<file path="src/rtl/counter_mod_n.sv">
// -----------------------------------------------------------------------------
// counter_mod_n
//
// Purpose:
//   Parametrised synchronous up/down counter with parallel load and a
//   runtime-programmable modulus (count range 0..limit). It provides a
//   combinational ripple-carry output for cascading stages, a registered
//   one-cycle error pulse when a load value has to be clamped, and a
//   saturating counter of wrap events.
//
// Parameters:
//   WIDTH   - bit width of the count, the load data and the limit
//   WRAP_W  - bit width of the wrap-event counter (saturates at all-ones)
//
// Ports:
//   clk       in   1       system clock, rising-edge active
//   rst       in   1       asynchronous reset, active-high
//   enb       in   1       count/load enable; when 0, all state holds
//   modo      in   2       00 up, 01 down, 10 parallel load, 11 hold
//   data      in   WIDTH   parallel load value
//   limit     in   WIDTH   terminal value, sampled on every edge
//   Q         out  WIDTH   current count (registered)
//   rco       out  1       ripple carry: enabled and at terminal for direction
//   load_err  out  1       one-cycle pulse after a clamped load
//   wrap_cnt  out  WRAP_W  wraps since reset, saturating
// -----------------------------------------------------------------------------
module counter_mod_n #(
  parameter int WIDTH  = 4,
  parameter int WRAP_W = 8
) (
  input  logic              clk,
  input  logic              rst,
  input  logic              enb,
  input  logic [1:0]        modo,
  input  logic [WIDTH-1:0]  data,
  input  logic [WIDTH-1:0]  limit,
  output logic [WIDTH-1:0]  Q,
  output logic              rco,
  output logic              load_err,
  output logic [WRAP_W-1:0] wrap_cnt
);

  typedef enum logic [1:0] {
    MODE_UP   = 2'b00,
    MODE_DOWN = 2'b01,
    MODE_LOAD = 2'b10,
    MODE_HOLD = 2'b11
  } mode_e;

  localparam logic [WIDTH-1:0]  CNT_ONE  = WIDTH'(1);
  localparam logic [WRAP_W-1:0] WRAP_ONE = WRAP_W'(1);

  mode_e             mode;
  logic [WIDTH-1:0]  count_q;
  logic [WIDTH-1:0]  count_d;
  logic              load_err_q;
  logic              load_err_d;
  logic [WRAP_W-1:0] wrap_q;
  logic [WRAP_W-1:0] wrap_d;
  logic              wrap_evt;
  logic              at_top;
  logic              at_bottom;

  assign mode = mode_e'(modo);

  // ">=" rather than "==" so a count left above a freshly lowered limit
  // still terminates on the next up edge instead of running to 2^WIDTH-1.
  assign at_top    = (count_q >= limit);
  assign at_bottom = (count_q == '0);

  // Next-state logic. load_err defaults low so the pulse clears on any edge
  // that is not itself a clamped load.
  always_comb begin
    count_d    = count_q;
    load_err_d = 1'b0;
    wrap_evt   = 1'b0;
    if (enb) begin
      unique case (mode)
        MODE_UP: begin
          if (at_top) begin
            count_d  = '0;
            wrap_evt = 1'b1;
          end else begin
            count_d = count_q + CNT_ONE;
          end
        end
        MODE_DOWN: begin
          // Decrement even above limit; only reaching zero reloads limit.
          if (at_bottom) begin
            count_d  = limit;
            wrap_evt = 1'b1;
          end else begin
            count_d = count_q - CNT_ONE;
          end
        end
        MODE_LOAD: begin
          if (data > limit) begin
            count_d    = limit;
            load_err_d = 1'b1;
          end else begin
            count_d = data;
          end
        end
        MODE_HOLD: begin
          count_d = count_q;
        end
        default: begin
          count_d = count_q;
        end
      endcase
    end
  end

  // Saturating wrap counter: stops at all-ones, never rolls over.
  always_comb begin
    wrap_d = wrap_q;
    if (wrap_evt && !(&wrap_q)) begin
      wrap_d = wrap_q + WRAP_ONE;
    end
  end

  always_ff @(posedge clk or posedge rst) begin
    if (rst) begin
      count_q    <= '0;
      load_err_q <= 1'b0;
      wrap_q     <= '0;
    end else begin
      count_q    <= count_d;
      load_err_q <= load_err_d;
      wrap_q     <= wrap_d;
    end
  end

  // Carry is high in the cycle preceding a wrap edge, so it can drive the
  // enable of the next cascaded stage directly.
  assign rco = enb && (((mode == MODE_UP) && at_top) ||
                       ((mode == MODE_DOWN) && at_bottom));

  assign Q        = count_q;
  assign load_err = load_err_q;
  assign wrap_cnt = wrap_q;

endmodule

</file>
<file path="config.mk">
export PLATFORM = sky130hd
export DESIGN_NAME = counter_mod_n
export DESIGN_NICKNAME = d
export VERILOG_FILES = /design/src/rtl/counter_mod_n.sv
export SDC_FILE = /design/constraint.sdc
export NUM_CORES = 1
export LEC_CHECK = 0
export CAP_MARGIN = 15
export CORE_MARGIN = 4
export CORE_UTILIZATION = 52
export CTS_CLUSTER_DIAMETER = 120
export DETAILED_ROUTE_END_ITERATION = 12
export GPL_TIMING_DRIVEN = 0
export PLACE_DENSITY = 0.83
export SYNTH_ARGS = -nofsm -noshare
export SYNTH_HDL_FRONTEND = slang
export SYNTH_SLANG_ARGS = --single-unit
</file>
<file path="constraint.sdc">
create_clock -name clk -period 3.36 [get_ports clk]
set_input_delay 0.504 -clock clk [delete_from_list [all_inputs] [get_ports clk]]
set_output_delay 0.504 -clock clk [all_outputs]
set_load 0.05 [all_outputs]
</file>
==> impl_metrics.toml <==
[synth]
synthCells = 122
synth_top_area_share_pct = 29.75
synth_area_um2 = 1094
synth_area_leaders = "dfrtp_1 30%, ha_1 18%, xnor2_1 5.6%"
synth_top_area_cell = "dfrtp_1"
yosys_warnings = 0
syn-num-nets = 151
avgSynthCellArea_um2 = 8.964
ys_types = 33
yosysSeqAreaShare_pct = 29.75
synth_seq_cells = 13

[floorplan]
core_um2 = 1982
ios = 27
initial_utilization_pct = 55.18
rows = 16
die-area_um2 = 2901
die_x_um = 53.86
die_y_um = 53.86

[sta]
fmax_mhz = 338.6
tightest_slew_ns = 0.5219
rsz0062_at_grt = "no"
maxSlewViolCount = 0
max_slew_margin_pct = 65.10
finalHoldViolations = 0
period_share_pct = 87.91
skew_ns = 0.007300
finalSetupViolCount = 0
timing.setup.tns_ns = 0
fin_crit_ns = 2.954

[cells_and_area]
fillers = 160
layoutNonFillerInstCount = 179
regArea_um2 = 325.3
antenna_cells = 0
layout.nets = 182
syn2layout_area_growth_pct = 29.52
multi_input_area_um2 = 704.4
drive_above_1_share_pct = 5.263

[route]
wirelength_mm = 2.489
avgRoutedWirePerCell_um = 13.91
drc = 0
ant_nets = 0
vias = 1007
vias_per_cell = 5.626
firstDrtPassIters = 4
drtIter0Drc = 28

[cts]
cts.sinks = 13
htreeDepth = 1
path_clk_slew_ns = 0.07
worstSkewPairLatency_ns = 0.28
root_buffer = "clkbuf_4"
cts_tree = "yes"
cts_buffers = 3
cts_buffer_depth = 2

[critical_path]
cp_num_buf_inv = 3
cp_data_required_time_ns = 2.86
crit_arrival_ns = 2.45
cpMostUsedCell = "nor2_1"
end_kind = "output pin"
crit_path_cell_trace = "clkdlybuf4s50_1 -> inv_1 -> ha_1 -> o211ai_1 -> o21ai_1 -> nor2_1 -> nor2_1 -> dlymetal6s2s_1"
crit_type = "in -> out"
slowest_delay_ns = 0.48
critPathLaunchType = "input port"
crit_family = "buffers and inverters"
cp_max_fo = 4
cpMaxStageDelayCell = "clkdlybuf4s50_1"

[min_path]
hold_path_class = "reg -> reg"

[flow_run]
cap_violations = 0

[pwr]
power.density_nw_per_um2 = 611.1
vdd_ir_drop_max_mv = 0.3791
p_total_mw = 0.8655
power.leakage_nw = 0.6292

[placement]
dp_hpwl_mm = 2.011
place.gp.congestion = 0.8869
placed_cells = 175
port-buffer-count = 26

[grt]
grt_pass1_vias = 956
grt_pass1_wl_mm = 4.250
antenna_found_initial = 0
grt_remaining_overflow = 0
grt_max_degree = 14
track_usage_pct = 19.74

[run_status]
run_status = "finished clean"
==> stage by stage <==
step / worst slack [ns] / utilization [%] / instance area (um^2) / hold WS (ns)
detailed placement: -0.00007572 / 70.01 / 1388 / 0.4847
floorplan: 0.6375 / - / 1094 / 0.3810
global placement: 0.03365 / 70.01 / 1388 / 0.4790
CTS: 0.009414 / 71.34 / 1414 / 0.4936
finish: 0.4064 / 71.46 / 1416 / 0.4872
global route: 0.2367 / 71.46 / 1416 / 0.5139
==> layout make-up <==
type                       count  share of cell area (%)
multi-input combinational     93                   49.73
sequential                    13                   22.97
timing repair buffer          26                   18.55
inverter                      13                   3.445
tap                           27                   2.385
clock buffer                   4                   1.855
buffer                         3                   1.060
==> registers in the layout, summed over array words and instances, names as in the netlist <==
register / count
wrap_cnt: 8
load_err: 1
Q: 4
==> metal layers <==
layer / track usage (%) / vias up / share of wire (%)
li1: - / 505 / -
met1: 28.69 / 464 / 47
met2: 31.05 / 36 / 47
met3: 3.324 / 2 / 6.3
met4: 2.979 / 0 / 0.32
met5: 0 / - / 0
==> what timing repair did <==
action / CTS / global route
setup buffers: 0 / 0
resized for setup: 0 / 1
hold buffers: 0 / 0
endpoints found under the hold margin: 0 / 0
endpoints found under the setup margin: 0 / 1
==> kinds of logic after synthesis <==
kind of cell	share of synthesized area (%)
compound gates	20.48
simple gates	17.16
buf+inv	5.836
fa+ha+maj	18.31
flops	29.75
xor+xnor	6.408
mux	2.059
==> power breakdown <==
part           leakage (nW)  switching (mW)  internal, mW
sequential            0.169          0.0741         0.196
combinational         0.445           0.306         0.193
clock                0.0150          0.0511        0.0461
total                 0.629           0.431         0.435
==> synthesized netlist by cell type, drive strengths merged <==
cell,count
ha,16
dfrtp,13
inv,13
o21ai,9
a21oi,7
o211ai,7
xnor2,7
nor2,6
nand3,5
a31oi,4
nand4,4
nand2,3
nor2b,3
a211oi,2
and3,2
and4,2
clkbuf,2
mux2,2
nand2b,2
nor3,2
a22o,1
a22oi,1
a32oi,1
and2,1
buf,1
nor3b,1
nor4bb,1
o211a,1
o21a,1
or3b,1
xor2,1
==> worst register-to-register path, stage by stage, from the launching register on <==
cell and delay, ns:
dfrtp_1 0.46, inv_1 0.14, ha_1 0.20, nor4bb_1 0.32
buf_4 0.22, o21a_2 0.13, o211a_4 0.19, mux2_2 0.34
==> cells in the final DEF, fill, tap and decap left out <==
cell / Yosys / final
nand3_1: 5 / 5
and3_1: 2 / 2
xnor2_1: 7 / 7
nor2b_1: 3 / 3
dfrtp_1: 13 / 13
o21ai_1: 1 / 1
nand2b_1: 2 / 2
dlymetal6s2s_1: 0 / 1
nor2_1: 6 / 6
a21oi_1: 7 / 7
inv_1: 13 / 13
or3b_2: 1 / 1
clkbuf_4: 0 / 3
a211oi_1: 2 / 2
xor2_1: 1 / 1
o21ai_0: 8 / 8
mux2_1: 1 / 1
nand2_1: 3 / 3
nor3_1: 2 / 2
ha_1: 16 / 16
and4_1: 2 / 2
nor4bb_1: 1 / 1
clkdlybuf4s50_1: 0 / 25
o211ai_1: 7 / 7
a32oi_1: 1 / 1
o21a_2: 1 / 1
buf_4: 1 / 1
o211a_4: 1 / 1
nand4_1: 4 / 4
a22o_1: 1 / 1
and2_1: 1 / 1
clkbuf_1: 2 / 3
nor3b_1: 1 / 1
a22oi_1: 1 / 1
mux2_2: 1 / 1
a31oi_1: 4 / 4
==> path summary, 6_finish.rpt <==
kind / startpoint / end / slack [ns] / cells after the start
min in group asynchronous: rst / Q[0]$_DFFE_PP0P_ / 0.55 / 2
max in group asynchronous: rst / wrap_cnt[2]$_DFFE_PP0P_ / 2.47 / 2
worst max register to register: Q[0]$_DFFE_PP0P_ / wrap_cnt[1]$_DFFE_PP0P_ / 1.25 / 7
worst max-delay path: limit[3] / rco / 0.41 / 8
worst min-delay path: wrap_cnt[5]$_DFFE_PP0P_ / wrap_cnt[5]$_DFFE_PP0P_ / 0.49 / 1
worst min register to register: wrap_cnt[5]$_DFFE_PP0P_ / wrap_cnt[5]$_DFFE_PP0P_ / 0.49 / 1
No activity file was read; power rests on OpenSTA's default activity.
